**src/rtl/local_history_predictor.sv**
```systemverilog
// Fetch-stage conditional-branch direction predictor with per-slot local history.
//
// Each fetch slot owns a committed local-history table (CH), a speculative
// history overlay (SH with valid SV), a trained flag per entry (TR) and a
// 2-bit saturating pattern table (PHT). Untrained entries fall back to
// backward-taken. EX-stage resolution trains CH/PHT; a misprediction clears
// every speculative overlay.
//
// Ports:
//   clk, rstn    clock, asynchronous active-low reset
//   en           fetch advances; gates speculative history updates
//   pc_now       current fetch PC (group aligned to FETCH_WIDTH*4 bytes)
//   btb_hit      per-slot "known conditional branch"
//   btb_target   per-slot targets, slot s in [s*ADDR_WIDTH +: ADDR_WIDTH]
//   ex_vld       a conditional branch resolved in EX
//   ex_pc        PC of the resolved branch
//   ex_taken     resolved direction
//   ex_wrong     prediction was wrong; flush speculative history
//   pc_new       next fetch PC
//   branch       a taken branch was predicted in this group
//   slot         lowest predicted-taken active slot (0 when branch=0)
//
// Optional build macro PRED_STATS_EN adds saturating 32-bit counters
// stat_pred (resolved branches) and stat_miss (mispredictions).
module local_history_predictor #(
  parameter int unsigned ADDR_WIDTH  = 32,
  parameter int unsigned FETCH_WIDTH = 2,
  parameter int unsigned IDX_DEPTH   = 5,
  parameter int unsigned HIST_LEN    = 4
) (
  input  logic                              clk,
  input  logic                              rstn,
  input  logic                              en,
  input  logic [ADDR_WIDTH-1:0]             pc_now,
  input  logic [FETCH_WIDTH-1:0]            btb_hit,
  input  logic [FETCH_WIDTH*ADDR_WIDTH-1:0] btb_target,
  input  logic                              ex_vld,
  input  logic [ADDR_WIDTH-1:0]             ex_pc,
  input  logic                              ex_taken,
  input  logic                              ex_wrong,
  output logic [ADDR_WIDTH-1:0]             pc_new,
  output logic                              branch,
  output logic [((FETCH_WIDTH > 1) ? $clog2(FETCH_WIDTH) : 1)-1:0] slot
`ifdef PRED_STATS_EN
  ,
  output logic [31:0]                       stat_pred,
  output logic [31:0]                       stat_miss
`endif
);

  localparam int unsigned G    = $clog2(FETCH_WIDTH);
  localparam int unsigned SW   = (G > 0) ? G : 1;
  localparam int unsigned ENT  = 1 << IDX_DEPTH;
  localparam int unsigned PENT = 1 << HIST_LEN;
  localparam int unsigned PW   = ADDR_WIDTH - 2;      // word address width
  localparam int unsigned GW   = ADDR_WIDTH - G - 2;  // group address width

  logic [HIST_LEN-1:0] ch_q  [FETCH_WIDTH][ENT];
  logic [HIST_LEN-1:0] sh_q  [FETCH_WIDTH][ENT];
  logic [ENT-1:0]      sv_q  [FETCH_WIDTH];
  logic [ENT-1:0]      tr_q  [FETCH_WIDTH];
  logic [1:0]          pht_q [FETCH_WIDTH][PENT];

  logic [PW-1:0]        spc    [FETCH_WIDTH];
  logic [PW-1:0]        tgt_w  [FETCH_WIDTH];
  logic [IDX_DEPTH-1:0] ent    [FETCH_WIDTH];
  logic [HIST_LEN-1:0]  hist   [FETCH_WIDTH];
  logic [HIST_LEN-1:0]  pidx   [FETCH_WIDTH];
  logic [HIST_LEN-1:0]  sh_nxt [FETCH_WIDTH];
  logic [FETCH_WIDTH-1:0] dir, upd;
  logic [G-1:0]         start;
  logic [GW-1:0]        grp_next;
  logic                 blocked;
  logic                 act;

  logic [G-1:0]         se;
  logic [IDX_DEPTH-1:0] ee;
  logic [HIST_LEN-1:0]  cidx;
  logic [1:0]           cnt, cnt_nxt;

  logic unused_bits;
  assign unused_bits = ^{pc_now[1:0], ex_pc, btb_target};

  // Lookup and selection. "blocked" goes high at the first taken slot, so
  // later slots neither win selection nor receive a speculative update.
  always_comb begin
    start    = pc_now[G+1:2];
    grp_next = pc_now[ADDR_WIDTH-1:G+2] + GW'(1);
    branch   = 1'b0;
    slot     = '0;
    pc_new   = {grp_next, {(G+2){1'b0}}};
    blocked  = 1'b0;
    act      = 1'b0;
    dir      = '0;
    upd      = '0;
    for (int s = 0; s < FETCH_WIDTH; s++) begin
      spc[s]    = {pc_now[ADDR_WIDTH-1:G+2], G'(s)};
      tgt_w[s]  = btb_target[s*ADDR_WIDTH+2 +: PW];
      ent[s]    = spc[s][IDX_DEPTH+G-1:G];
      hist[s]   = sv_q[s][ent[s]] ? sh_q[s][ent[s]] : ch_q[s][ent[s]];
      pidx[s]   = hist[s] ^ spc[s][HIST_LEN-1:0];
      dir[s]    = tr_q[s][ent[s]] ? pht_q[s][pidx[s]][1] : (tgt_w[s] < spc[s]);
      sh_nxt[s] = {hist[s][HIST_LEN-2:0], dir[s]};
      act       = (G'(s) >= start) && btb_hit[s];
      upd[s]    = act && tr_q[s][ent[s]] && !blocked;
      if (act && dir[s] && !blocked) begin
        branch  = 1'b1;
        slot    = SW'(s);
        pc_new  = {tgt_w[s], 2'b00};
        blocked = 1'b1;
      end
    end
  end

  // EX training uses the committed history as it stood before this edge.
  always_comb begin
    se      = ex_pc[G+1:2];
    ee      = ex_pc[IDX_DEPTH+G+1:G+2];
    cidx    = ch_q[se][ee] ^ ex_pc[HIST_LEN+1:2];
    cnt     = pht_q[se][cidx];
    cnt_nxt = cnt;
    if (ex_taken && cnt != 2'b11) begin
      cnt_nxt = cnt + 2'd1;
    end else if (!ex_taken && cnt != 2'b00) begin
      cnt_nxt = cnt - 2'd1;
    end
  end

  always_ff @(posedge clk or negedge rstn) begin
    if (!rstn) begin
      for (int s = 0; s < FETCH_WIDTH; s++) begin
        sv_q[s] <= '0;
        tr_q[s] <= '0;
        for (int e = 0; e < ENT; e++) begin
          ch_q[s][e] <= '0;
          sh_q[s][e] <= '0;
        end
        for (int p = 0; p < PENT; p++) begin
          pht_q[s][p] <= 2'b01;
        end
      end
    end else begin
      if (en) begin
        for (int s = 0; s < FETCH_WIDTH; s++) begin
          if (upd[s]) begin
            sh_q[s][ent[s]] <= sh_nxt[s];
            sv_q[s][ent[s]] <= 1'b1;
          end
        end
      end
      if (ex_vld) begin
        ch_q[se][ee]    <= {ch_q[se][ee][HIST_LEN-2:0], ex_taken};
        tr_q[se][ee]    <= 1'b1;
        pht_q[se][cidx] <= cnt_nxt;
        // Placed after the speculative set so the flush wins on the same edge.
        if (ex_wrong) begin
          for (int s = 0; s < FETCH_WIDTH; s++) begin
            sv_q[s] <= '0;
          end
        end
      end
    end
  end

`ifdef PRED_STATS_EN
  logic [31:0] stat_pred_q, stat_miss_q;

  always_ff @(posedge clk or negedge rstn) begin
    if (!rstn) begin
      stat_pred_q <= '0;
      stat_miss_q <= '0;
    end else if (ex_vld) begin
      if (stat_pred_q != 32'hFFFF_FFFF) stat_pred_q <= stat_pred_q + 32'd1;
      if (ex_wrong && stat_miss_q != 32'hFFFF_FFFF) stat_miss_q <= stat_miss_q + 32'd1;
    end
  end

  assign stat_pred = stat_pred_q;
  assign stat_miss = stat_miss_q;
`endif

endmodule
```
**config.mk**
```make
export PLATFORM = sky130hd
export DESIGN_NAME = local_history_predictor
export DESIGN_NICKNAME = d
export VERILOG_FILES = /design/src/rtl/local_history_predictor.sv
export SDC_FILE = /design/constraint.sdc
export NUM_CORES = 2
export LEC_CHECK = 0
export ABC_AREA = 1
export ABC_CLOCK_PERIOD_IN_PS = 14990
export CAP_MARGIN = 0
export CORE_MARGIN = 4
export CORE_UTILIZATION = 35
export DETAILED_ROUTE_END_ITERATION = 8
export SLEW_MARGIN = 20
export SYNTH_ARGS = -nofsm -noshare
export SYNTH_HDL_FRONTEND = slang
export SYNTH_SLANG_ARGS = --single-unit
```
**constraint.sdc**
```tcl
create_clock -name clk -period 14.99 [get_ports clk]
set_clock_uncertainty 0.05 [all_clocks]
set_input_delay 3.7475 -clock clk [delete_from_list [all_inputs] [get_ports clk]]
set_output_delay 3.7475 -clock clk [all_outputs]
set_load 0.01 [all_outputs]
```
==> summary.md <==
| Metric | Value |
|---|---|
| Status | finished, final reports clean |
| Clock Path Buffers | 3 |
| Critical path startpoint category | input port |
| First-pass GRT wire length | approximately 220000 um |
| DIE WIDTH | around 350 um |
| Root buffer cell | clkbuf_16 |
| Static leakage | 22.6 nW |
| TNS Setup | 0 ns |
| Antenna violations before repair | 4 |
| Hold Buf Count CTS | 0 |
| Syn_area_per_cell | 7.08 um2 |
| Avg Vias per Cell | approximately 5.3 |
| Max transition margin | about a quarter |
| Setup CP Type | input port to output pin |
| CTS Buf Count | 79 |
| Peak VDD IR | just over 0.09 mV |
| Mapped Area | between 40000 and 50000 um2 |
| Synth top area share | just over 40% |
| Fmax achieved | between 70 and 80 MHz |
| Worst Path Arrival | between 9 and 10 ns |
| Sequential element share of the synthesized area | a little over two fifths |
| Ports | 170 |
| Wirelength, routed | 140000 um |
| Clk slew on worst S/H paths | 0.06 ns |
| CTS tree | built |
| Ratio of cells with drive above 1 in the final layout | slightly below 6% |
| Ys async rst share | 100% |
| Mapped Cells | about 5800 |
| WL/cell | about 19 um |
| Post-DP HPWL | around 90000 um |
| # setup viols final | 0 |
| Cts repair resizes | 0 |
| Antenna Nets Post-Route | 0 |
| Die ar. | approximately 120000 um2 |
| Commonest non-fill, non-tap cell in the layout | nand2_1 |
| Initial drt markers | 3829 |
| Area leader, netlist | dfrtp_1 |
| Most frequent cells in the layout | nand2_1 (1889), dfrtp_1 (672), inv_1 (662) |
| Worst EP required | ~11 ns |
| Setup WS post-layout | around 1.5 ns |
| Element type at the critical path end | output pin |
| Final Hold Vio Count | 0 |
| Crit path top cell by count | nand2_1 |
| Setup Fix Bufs, Post-CTS | 0 |
| Initial Util | a little over a third |
| GP Congestion | about 0.9 |
| Synth warn | 0 |
| Rows | 125 |
| Vias in the first global route | roughly 36000 |
| Number of flops mapped to enable cells by yosys | 0 |
| Worst slew pin tran | 1.12 ns |
| Largest net degree at the start of global routing | 181 |
| Drt drc | 0 |
| Max-cap violations | 0 |
| Minimum clock period | 13.53 ns |
| Via count | about 39000 |
| Final max-slew violation count | 0 |
| Worst path cell trace | clkdlybuf4s50_1 > inv_2 > nor2_2 > buf_4 > nand2_1 > nand2_1 > nor2_1 > nand2_1 > nand2_1 > nand2_1 > buf_4 > nand2_1 > nand2_2 > nand3_1 > nand3_1 > nand3_1 > nand3_2 > nand3_4 > nand2_2 > nand2_1 > nand2_1 > clkdlybuf4s50_1 |
| Synth Flop Type | dfrtp_1 |
| Fin crit share | 90.3% |
| CP max-delay cell | clkdlybuf4s50_1 |
| Worst-Skew Late Latency | 0.65 ns |
| Area growth, synth to finish | 12.3% |
| Seq cells post-synth | roughly 700 |
| Core box area | 116000 um2 |
| Critical Path Max Stage Delay | roughly 0.83 ns |
| # nets final | 5943 |
| Pre-antenna DRT Iters | 6 |
| Power Dens Cells | roughly 130 nW/um2 |
| H-tree depth | 3 |
| Sink Count | 704 |
| Synth area leaders | dfrtp_1 (41%), nand2_1 (17%), o21ai_0 (8.1%), inv_1 (6.1%), a21oi_1 (3.9%) |
| Die Ht | 349 um |
| PortBufs | roughly 140 |
| Place WS | roughly 1.5 ns |
| RSZ-0062 raised after global routing | false |
| Grt ovf | 0 |
| Hold WC Path Type | register to register |
| GRT Total Usage | about 23% |
| Netlist cell types | 50 |
| CP max FO | 63 |
state kept, by name (all words and copies together) (netlist names):
signal and cells:
tr_q 64, sh_q 256, sv_q 64, pht_q 64, ch_q 256
per-layer routing:
| layer | wire length, um | GRT usage (%) |
|---|---|---|
| met3 | 9650 | 2.91 |
| met1 | 62200 | 32.0 |
| met4 | 5720 | 8.70 |
| met2 | 62800 | 35.6 |
| met5 | 13 | 0 |
synth_stat cells, types with 3 or more instances:
library cell,number
clkbuf_1,98
nor3_2,3
dfstp_2,32
or2_1,4
or2_2,32
xor2_1,24
inv_2,12
o21a_1,3
a31oi_1,3
o211ai_1,57
nand2_1,1892
nand3_4,11
o21ai_0,658
nor2_1,394
inv_1,663
ha_1,63
nand2_2,15
o22ai_1,17
nor2_2,11
nand4_1,190
buf_6,31
nor3_1,15
dfrtp_1,672
a21oi_1,318
a21oi_2,10
nand3_1,302
nor2_4,4
buf_2,114
buf_1,23
a211oi_1,3
buf_4,38
o21ai_1,29
per-stage QoR:
stage                     area, um2  utilization (%)  hold slack (ns)  instances  power, mW
after detailed placement      43000             37.1            0.390       7186       3.65
after global routing          45800             39.5            0.420       7332       6.03
after global placement        43000             37.1            0.385       7186       3.63
final                         45800             39.5            0.403       7332       5.73
after floorplan               40800                -            0.373       5767       3.18
after CTS                     45800             39.5            0.405       7329       5.75
area by class of cell:
class,instances,area (um2)
inverters,678,2560
multi-input cells,4079,19000
fillers,12200,70200
well taps,1524,1910
flip-flops and latches,704,17700
clock inverters,20,324
repair buffers,202,1960
diodes,2,5.00
clock buffers,123,2450
critical path: cells and delay by family:
kind | cells | cell delay [ns]
and+or+nand+nor | 17 | 3.53
buffers and inverters | 5 | 2.41
kinds of logic (layout without fill, tap and decap cells):
family | Yosys count | after routing | synth area share [%]
flip-flops | 704 | 704 | 43.3
AO/OA/AOI/OAI | 1106 | 1106 | 14.2
multiplexers | 1 | 1 | 0.0245
adder cells (fa/ha/maj) | 63 | 63 | 1.93
XOR/XNOR | 24 | 24 | 0.515
AND/OR/NAND/NOR | 2883 | 2883 | 29.7
buffers and inverters | 984 | 1023 | 10.4
other | 1 | 4 | 0.00919
final timing paths:
path                           start  slack [ns]        end  cells after the start
setup / recovery           pc_now[5]        1.46  pc_new[5]                     22
hold / removal              tr_q[53]        0.40   tr_q[53]                      2
setup reg to reg           ch_q[192]        9.67  pht_q[17]                     23
hold reg to reg             tr_q[53]        0.40   tr_q[53]                      2
max in group asynchronous       rstn        9.39  ch_q[113]                      4
min in group asynchronous       rstn        3.13  sh_q[171]                      1
power by group:
group / internal (mW) / total (mW) / switching (mW)
combinational: 0.389 / 1.27 / 0.885
clock: 1.26 / 2.09 / 0.834
sequential: 2.21 / 2.36 / 0.158
Note: power is estimated with default switching activity, not from simulation.
